`src/rtl/conv_sequencer_pkg.sv`:
```
// conv_pkg: shared types and constants for the convolution control slice.
//   state_t  - sequencer states
//   TAPS/WIN - MAC taps per output and window edge length
//   *_W      - address, buffer-address, counter and cycle-counter widths
package conv_pkg;

    typedef enum logic [2:0] {
        IDLE,
        LD_FILT,
        LD_ROWS,
        SHIFT,
        MAC,
        WR,
        NXT,
        DONE
    } state_t;

    localparam int TAPS   = 16;
    localparam int WIN    = 4;
    localparam int ADDR_W = 10;
    localparam int BUFF_W = 6;
    localparam int CNT_W  = 6;
    localparam int CYC_W  = 32;

endpackage

```
`src/rtl/conv_sequencer_if.sv`:
```
// conv_sequencer_if: start/done handshake plus every datapath strobe, counter
// and address driven by the convolution sequencer.
//   master - the side that issues start and consumes strobes (top level / bench)
//   slave  - the sequencer itself
// Optional: cycle_count exists only when CYC_CNT_EN is defined.
interface conv_sequencer_if;
    import conv_pkg::*;

    logic              start;
    logic              busy;
    logic              done;
    logic              wEnBuff;
    logic              w_r_EnMem;
    logic              wEnFilter;
    logic              writeEnwindow;
    logic              readEnmac;
    logic              addEn;
    logic              winRst;
    logic [CNT_W-1:0]  filterCount;
    logic [CNT_W-1:0]  macCount;
    logic [ADDR_W-1:0] memAddress;
    logic [BUFF_W-1:0] buffAddress;
`ifdef CYC_CNT_EN
    logic [CYC_W-1:0]  cycle_count;
`endif

    modport master (
        output start,
        input  busy, done, wEnBuff, w_r_EnMem, wEnFilter, writeEnwindow,
        input  readEnmac, addEn, winRst, filterCount, macCount,
        input  memAddress, buffAddress
`ifdef CYC_CNT_EN
        , input cycle_count
`endif
    );

    modport slave (
        input  start,
        output busy, done, wEnBuff, w_r_EnMem, wEnFilter, writeEnwindow,
        output readEnmac, addEn, winRst, filterCount, macCount,
        output memAddress, buffAddress
`ifdef CYC_CNT_EN
        , output cycle_count
`endif
    );

endinterface

```
`src/rtl/conv_sequencer_addr_gen.sv`:
```
// conv_addr_gen: step/row/column counters and memory/buffer address generation.
//   clk, rst      - clock, asynchronous active-high reset
//   state_q_i     - current sequencer state
//   state_d_i     - next sequencer state (counters react to transitions)
//   step_o        - cycle index within the current state
//   row_o, col_o  - current output row / column
//   mem_addr_o    - memory word address
//   buff_addr_o   - main buffer word address
module conv_addr_gen
    import conv_pkg::*;
#(
    parameter int                IMG_W     = 8,
    parameter logic [ADDR_W-1:0] FILT_BASE = 10'd0,
    parameter logic [ADDR_W-1:0] IMG_BASE  = 10'd4,
    parameter logic [ADDR_W-1:0] OUT_BASE  = 10'd512
) (
    input  logic              clk,
    input  logic              rst,
    input  state_t            state_q_i,
    input  state_t            state_d_i,
    output logic [CNT_W-1:0]  step_o,
    output logic [ADDR_W-1:0] row_o,
    output logic [CNT_W-1:0]  col_o,
    output logic [ADDR_W-1:0] mem_addr_o,
    output logic [BUFF_W-1:0] buff_addr_o
);

    localparam logic [ADDR_W-1:0] WPR        = ADDR_W'(IMG_W / 4);
    localparam logic [ADDR_W-1:0] OUT_W      = ADDR_W'(IMG_W - 3);
    // Four rows of WPR words each is exactly IMG_W words.
    localparam logic [CNT_W-1:0]  ROW_WORDS  = CNT_W'(IMG_W);
    localparam logic [CNT_W-1:0]  FILT_WORDS = CNT_W'(TAPS / 4);

    logic [CNT_W-1:0]  step_q, step_d;
    logic [ADDR_W-1:0] row_q, row_d;
    logic [CNT_W-1:0]  col_q, col_d;

    always_ff @(posedge clk or posedge rst) begin
        if (rst) begin
            step_q <= '0;
            row_q  <= '0;
            col_q  <= '0;
        end else begin
            step_q <= step_d;
            row_q  <= row_d;
            col_q  <= col_d;
        end
    end

    always_comb begin
        step_d = '0;
        if (state_d_i == state_q_i && state_q_i != IDLE)
            step_d = step_q + CNT_W'(1);

        col_d = col_q;
        if (state_q_i == LD_ROWS)
            col_d = '0;
        else if (state_q_i == NXT && state_d_i == SHIFT)
            col_d = col_q + CNT_W'(1);

        row_d = row_q;
        if (state_q_i == IDLE)
            row_d = '0;
        else if (state_q_i == NXT && state_d_i == LD_ROWS)
            row_d = row_q + ADDR_W'(1);
    end

    // Loads run one step past the last address: the final step only writes
    // the word returned for the previous address.
    always_comb begin
        mem_addr_o  = '0;
        buff_addr_o = '0;
        case (state_q_i)
            LD_FILT: begin
                if (step_q < FILT_WORDS)
                    mem_addr_o = FILT_BASE + ADDR_W'(step_q);
            end
            LD_ROWS: begin
                if (step_q < ROW_WORDS)
                    mem_addr_o = IMG_BASE + row_q * WPR + ADDR_W'(step_q);
                if (step_q != '0)
                    buff_addr_o = BUFF_W'(step_q - CNT_W'(1));
            end
            WR: mem_addr_o = OUT_BASE + row_q * OUT_W + ADDR_W'(col_q);
            default: ;
        endcase
    end

    assign step_o = step_q;
    assign row_o  = row_q;
    assign col_o  = col_q;

endmodule

```
`src/rtl/conv_sequencer.sv`:
```
// conv_sequencer: control FSM for the convolution datapath. Loads the 4x4
// filter, stages four image rows, slides the window column by column, runs a
// 16-tap MAC per output and writes each result back to memory.
//   clk  - clock
//   rst  - asynchronous active-high reset
//   bus  - conv_sequencer_if.slave: start/busy/done handshake and all
//          datapath strobes, counters and addresses
// Optional: define CYC_CNT_EN to add bus.cycle_count (busy-cycle counter).
module conv_sequencer
    import conv_pkg::*;
#(
    parameter int                IMG_W     = 8,
    parameter int                IMG_H     = 6,
    parameter logic [ADDR_W-1:0] FILT_BASE = 10'd0,
    parameter logic [ADDR_W-1:0] IMG_BASE  = 10'd4,
    parameter logic [ADDR_W-1:0] OUT_BASE  = 10'd512
) (
    input  logic             clk,
    input  logic             rst,
    conv_sequencer_if.slave  bus
);

    localparam logic [CNT_W-1:0]  FILT_LAST  = CNT_W'(TAPS / 4);
    localparam logic [CNT_W-1:0]  ROWS_LAST  = CNT_W'(IMG_W);
    localparam logic [CNT_W-1:0]  SHIFT_FULL = CNT_W'(WIN - 1);
    localparam logic [CNT_W-1:0]  MAC_LAST   = CNT_W'(TAPS - 1);
    localparam logic [CNT_W-1:0]  COL_LAST   = CNT_W'(IMG_W - 4);
    localparam logic [ADDR_W-1:0] ROW_LAST   = ADDR_W'(IMG_H - 4);

    state_t            state_q, state_d;
    logic [CNT_W-1:0]  step;
    logic [ADDR_W-1:0] row;
    logic [CNT_W-1:0]  col;
    logic              busy_w;

    conv_addr_gen #(
        .IMG_W     (IMG_W),
        .FILT_BASE (FILT_BASE),
        .IMG_BASE  (IMG_BASE),
        .OUT_BASE  (OUT_BASE)
    ) u_addr (
        .clk         (clk),
        .rst         (rst),
        .state_q_i   (state_q),
        .state_d_i   (state_d),
        .step_o      (step),
        .row_o       (row),
        .col_o       (col),
        .mem_addr_o  (bus.memAddress),
        .buff_addr_o (bus.buffAddress)
    );

    always_ff @(posedge clk or posedge rst) begin
        if (rst) state_q <= IDLE;
        else     state_q <= state_d;
    end

    assign busy_w = (state_q != IDLE) && (state_q != DONE);

    always_comb begin
        state_d           = state_q;
        bus.busy          = busy_w;
        bus.done          = 1'b0;
        bus.wEnBuff       = 1'b0;
        bus.w_r_EnMem     = 1'b0;
        bus.wEnFilter     = 1'b0;
        bus.writeEnwindow = 1'b0;
        bus.readEnmac     = 1'b0;
        bus.addEn         = 1'b0;
        bus.winRst        = 1'b0;
        bus.filterCount   = '0;
        bus.macCount      = '0;
        case (state_q)
            IDLE: begin
                if (bus.start) state_d = LD_FILT;
            end
            LD_FILT: begin
                // Write lags the address by one cycle; each word holds 4 taps.
                if (step != '0) begin
                    bus.wEnFilter   = 1'b1;
                    bus.filterCount = (step - CNT_W'(1)) << 2;
                end
                if (step == FILT_LAST) state_d = LD_ROWS;
            end
            LD_ROWS: begin
                bus.wEnBuff = (step != '0);
                if (step == ROWS_LAST) state_d = SHIFT;
            end
            SHIFT: begin
                // First column fills the whole window; later ones shift in one.
                bus.writeEnwindow = 1'b1;
                if (step == ((col == '0) ? SHIFT_FULL : '0)) state_d = MAC;
            end
            MAC: begin
                bus.readEnmac   = 1'b1;
                bus.addEn       = 1'b1;
                bus.macCount    = step + CNT_W'(1);
                bus.filterCount = step;
                if (step == MAC_LAST) state_d = WR;
            end
            WR: begin
                bus.w_r_EnMem = 1'b1;
                state_d       = NXT;
            end
            NXT: begin
                bus.winRst = 1'b1;
                if (col < COL_LAST)      state_d = SHIFT;
                else if (row < ROW_LAST) state_d = LD_ROWS;
                else                     state_d = DONE;
            end
            DONE: begin
                bus.done = 1'b1;
                state_d  = IDLE;
            end
            default: state_d = IDLE;
        endcase
    end

`ifdef CYC_CNT_EN
    logic [CYC_W-1:0] cyc_q, cyc_d;

    always_ff @(posedge clk or posedge rst) begin
        if (rst) cyc_q <= '0;
        else     cyc_q <= cyc_d;
    end

    always_comb begin
        cyc_d = cyc_q;
        if (state_q == IDLE && bus.start) cyc_d = '0;
        else if (busy_w)                  cyc_d = cyc_q + CYC_W'(1);
    end

    assign bus.cycle_count = cyc_q;
`endif

endmodule

```
`src/flat_wrapper.sv`:
```
// flat-port wrapper written by rule: the top's interface ports become plain ports
module conv_sequencer_flat import conv_pkg::*;
#(
    parameter int                IMG_W     = 8,
    parameter int                IMG_H     = 6,
    parameter logic [ADDR_W-1:0] FILT_BASE = 10'd0,
    parameter logic [ADDR_W-1:0] IMG_BASE  = 10'd4,
    parameter logic [ADDR_W-1:0] OUT_BASE  = 10'd512
)
  (clk, rst, bus_start, bus_busy, bus_done, bus_wEnBuff, bus_w_r_EnMem, bus_wEnFilter, bus_writeEnwindow, bus_readEnmac, bus_addEn, bus_winRst, bus_filterCount, bus_macCount, bus_memAddress, bus_buffAddress);
  conv_sequencer_if bus_i ();
  input  logic clk;
  input  logic rst;
  input wire logic [$bits(bus_i.start)-1:0] bus_start;
  output wire logic [$bits(bus_i.busy)-1:0] bus_busy;
  output wire logic [$bits(bus_i.done)-1:0] bus_done;
  output wire logic [$bits(bus_i.wEnBuff)-1:0] bus_wEnBuff;
  output wire logic [$bits(bus_i.w_r_EnMem)-1:0] bus_w_r_EnMem;
  output wire logic [$bits(bus_i.wEnFilter)-1:0] bus_wEnFilter;
  output wire logic [$bits(bus_i.writeEnwindow)-1:0] bus_writeEnwindow;
  output wire logic [$bits(bus_i.readEnmac)-1:0] bus_readEnmac;
  output wire logic [$bits(bus_i.addEn)-1:0] bus_addEn;
  output wire logic [$bits(bus_i.winRst)-1:0] bus_winRst;
  output wire logic [$bits(bus_i.filterCount)-1:0] bus_filterCount;
  output wire logic [$bits(bus_i.macCount)-1:0] bus_macCount;
  output wire logic [$bits(bus_i.memAddress)-1:0] bus_memAddress;
  output wire logic [$bits(bus_i.buffAddress)-1:0] bus_buffAddress;
  assign bus_i.start = bus_start;
  assign bus_busy = bus_i.busy;
  assign bus_done = bus_i.done;
  assign bus_wEnBuff = bus_i.wEnBuff;
  assign bus_w_r_EnMem = bus_i.w_r_EnMem;
  assign bus_wEnFilter = bus_i.wEnFilter;
  assign bus_writeEnwindow = bus_i.writeEnwindow;
  assign bus_readEnmac = bus_i.readEnmac;
  assign bus_addEn = bus_i.addEn;
  assign bus_winRst = bus_i.winRst;
  assign bus_filterCount = bus_i.filterCount;
  assign bus_macCount = bus_i.macCount;
  assign bus_memAddress = bus_i.memAddress;
  assign bus_buffAddress = bus_i.buffAddress;
  conv_sequencer #(.IMG_W(IMG_W), .IMG_H(IMG_H), .FILT_BASE(FILT_BASE), .IMG_BASE(IMG_BASE), .OUT_BASE(OUT_BASE)) u_core (.clk(clk), .rst(rst), .bus(bus_i));
endmodule
```
`config.mk`:
```
export PLATFORM = sky130hd
export DESIGN_NAME = conv_sequencer_flat
export DESIGN_NICKNAME = d
export VERILOG_FILES = /design/src/rtl/conv_sequencer_pkg.sv /design/src/rtl/conv_sequencer_if.sv /design/src/rtl/conv_sequencer_addr_gen.sv /design/src/rtl/conv_sequencer.sv /design/src/flat_wrapper.sv
export SDC_FILE = /design/constraint.sdc
export NUM_CORES = 1
export LEC_CHECK = 0
export CORE_ASPECT_RATIO = 1.1
export CORE_MARGIN = 1.5
export CORE_UTILIZATION = 45
export CTS_CLUSTER_DIAMETER = 40
export DETAILED_ROUTE_END_ITERATION = 10
export MAX_ROUTING_LAYER = met4
export PLACE_DENSITY_LB_ADDON = 0.2
export REMOVE_ABC_BUFFERS = 1
export SKIP_CTS_REPAIR_TIMING = 1
export SLEW_MARGIN = 25
export SYNTH_ARGS = -nofsm -noshare
export SYNTH_HDL_FRONTEND = slang
export SYNTH_SLANG_ARGS = --single-unit
export TNS_END_PERCENT = 10
```
`constraint.sdc`:
```
create_clock -name clk -period 5.5 [get_ports clk]
set_input_delay 1.1 -clock clk [delete_from_list [all_inputs] [get_ports clk]]
set_output_delay 1.1 -clock clk [all_outputs]
set_load 0.02 [all_outputs]
```
==> results.yml <==
outcome:
  status: "finished clean"
floorplanning:
  die_h_microns: 81.64
  die-area_sq_um: 6081
  ios: 40
  initial_utilization_pct: 46.89
  dieWidth_microns: 74.49
  rows: 28
  core_region_area_sq_um: 5395
job:
  max-cap-violations: 0
cts:
  cts_tree: "yes"
  h-tree-depth: 1
  cts_made_buffers: 3
  cts_root_buf: "clkbuf_8"
  path_clk_slew_ps: 90
  clock_sinks: 25
  cts_buffer_depth: 2
  clkLatencyLatePin_ps: 280
layout:
  utilization_pct: 55.80
  nNetsFinal: 379
  multi_input_area_sq_um: 1720
  fin_cells: 408
  final-seq-area_sq_um: 625.6
  area_growth_pct: 18.99
  fin_area_sq_um: 3010
  layout.cells.most_common_list: "42 x nor2_1, 39 x clkdlybuf4s50_1, 37 x ha_1, 33 x inv_1, 26 x nand2_1"
  fill_cells: 528
  num_antenna_cells: 0
  drive_gt1_share_pct: 6.006
  final_common_cell: "nor2_1"
setup_path:
  r2r_setup_slack_ps: 3160
  worstReg2RegStart: "u_core.u_addr.step_o[0]"
  path_cells: "ha_1 -> inv_1 -> fa_1 -> inv_1 -> ha_1 -> a21o_1 -> a41o_1 -> o41ai_1 -> xnor2_1 -> o22ai_1 -> clkdlybuf4s50_1"
  critPathLaunch: "u_core.u_addr.row_o[1]"
  critPathMaxFanout: 5
  rr_worst_depth: 8
  cp_top_family: "adder cells"
  arrival_ps: 3620
  crit_type: "reg -> out"
  worstSetupPathDepth: 11
  critPathLaunchType: "flip-flop"
  crit_required_ps: 4400
  cp-end-kind: "output pin"
  cpPeakStageDelay_ps: 630
  slowest_stage: "clkdlybuf4s50_1"
  cp_num_buf_inv: 3
synthesis:
  avgSynthCellArea_sq_um: 8.405
  async_flop_share_pct: 100.0
  synth_flop_cell: "dfrtp_1"
  syn-cell-area_sq_um: 2530
  ys_warn_count: 0
  seq_area_frac_synth_pct: 24.73
  yosys.area.top_type: "dfrtp_1"
  synth.top_cell.area_share_pct: 24.73
  synth-edff-count: 0
  ys_ff_latch: 25
  synthDistinctLibCells: 54
  syn_inst: 301
  synth_area_leaders: "dfrtp_1 25%, ha_1 18%, nor2_1 6.2%"
placement:
  postPlaceCellArea_sq_um: 2965
  port_buffers: 39
  hpwlAfterDp_microns: 4485
  dp_cells: 404
  gp_congestion: 0.7913
  place_ws_ps: 1095
timing:
  setup_ws_ps: 777.6
  finClkSkew_ps: 8.138
  rsz0062_at_grt: "false"
  fmax_ghz: 0.2118
  worstMarginPinSlew_ps: 895.4
  drv_slew: 0
  max_slew_margin_pct: 39.94
  layout_min_cycle_time_ps: 4722
  finalHoldViolations: 0
  fin_crit_sh_pct: 85.86
  whs_ps: 559.7
  setup_viol: 0
  fin_setup_tns_ps: 0
detailed_routing:
  wl_per_cell_microns: 13.92
  vias: 2112
  via_per_inst: 5.176
  drt_iter0_drc: 99
  ant_nets: 0
  dr.pass1.iters: 4
  post-route-drc-count: 0
  drt-total-wl_microns: 5679
global_routing:
  grt_pass1_vias: 1994
  met1_usage_pct: 31.14
  antenna_found_initial: 0
  grt_max_degree: 26
  grt_remaining_overflow: 0
  use_met3_pct: 1.104
  gr-usage-all-layers_pct: 21.18
  grt_pass1_wl_microns: 9687
  grt_most_used_layer: "met2"
  grt_use_met2_pct: 31.61
power_and_ir_drop:
  ir_worst_vdd_uv: 384.6
  p_per_area_nw_per_um2: 349.3
  power_leakage_nw: 1.498
  p_total_mw: 1.052
min_path:
  hold_path_depth: 1
  hp-class: "reg -> reg"
  hp-start: "u_core.u_addr.row_o[9]"
[final timing paths]
check / to
worst max-delay path: bus_memAddress[9]
worst min-delay path: u_core.u_addr.row_o[9]
worst max register to register: u_core.u_addr.col_o[1]
worst min register to register: u_core.u_addr.row_o[9]
max in group asynchronous: u_core.u_addr.row_o[3]
min in group asynchronous: u_core.u_addr.col_o[1]
[synthesized netlist by cell type, types with 2 or more instances]
cell / instances
inv_2: 2
nand2_1: 26
and2_1: 8
o22ai_1: 8
nor2_1: 42
o21ai_1: 6
nand3_1: 7
inv_1: 34
fa_1: 5
a211o_1: 2
mux2i_1: 2
xnor2_1: 10
and3_1: 2
o21ai_0: 6
a21oi_1: 10
dfrtp_1: 25
xor2_1: 14
nor3_1: 5
clkbuf_1: 7
or2_1: 2
ha_1: 37
buf_2: 3
nor4_2: 3
a21o_1: 5
[registers in the layout, indices dropped and copies added (netlist names)]
register and cells:
u_core.state_q 3, u_core.u_addr.col_o 6, u_core.u_addr.row_o 10, u_core.u_addr.step_o 6
[metal layers]
layer / wire length [microns] / share of wire [%]
met4: 74 / 1.3
met3: 135 / 2.4
met2: 2534 / 45
met5: 0 / 0
met1: 2935 / 52
[worst register-to-register path, stage by stage (launching register included)]
cell and delay [ps]:
dfrtp_1 590, inv_1 170, ha_1 290, nand2_1 100
o32ai_2 80, a211oi_2 350, a21boi_4 270, nor3_4 70
mux2_4 300
[where the power goes]
group          switching, mW  internal (mW)
combinational          0.374          0.277
sequential            0.0784          0.210
clock                 0.0607         0.0520
total                  0.513          0.538
[logic make-up after synthesis]
family	Yosys count	share of synthesized area (%)
AOI/OAI and AO/OA	53	14.94
xor gates and xnor gates	24	8.309
adders and majority gates	42	22.26
buffers and inverters	47	7.270
DFF	25	24.73
muxes	3	1.385
and+or+nand+nor	107	21.12
[area by class of cell]
| class | instances | share of cell area, % |
|---|---|---|
| multi-input combinational | 229 | 57.15 |
| timing repair buffer | 39 | 12.97 |
| sequential | 25 | 20.78 |
| clock buffer | 4 | 1.496 |
| inverter | 36 | 4.489 |
| tap | 75 | 3.117 |
No activity file was read; power rests on OpenSTA's default activity.
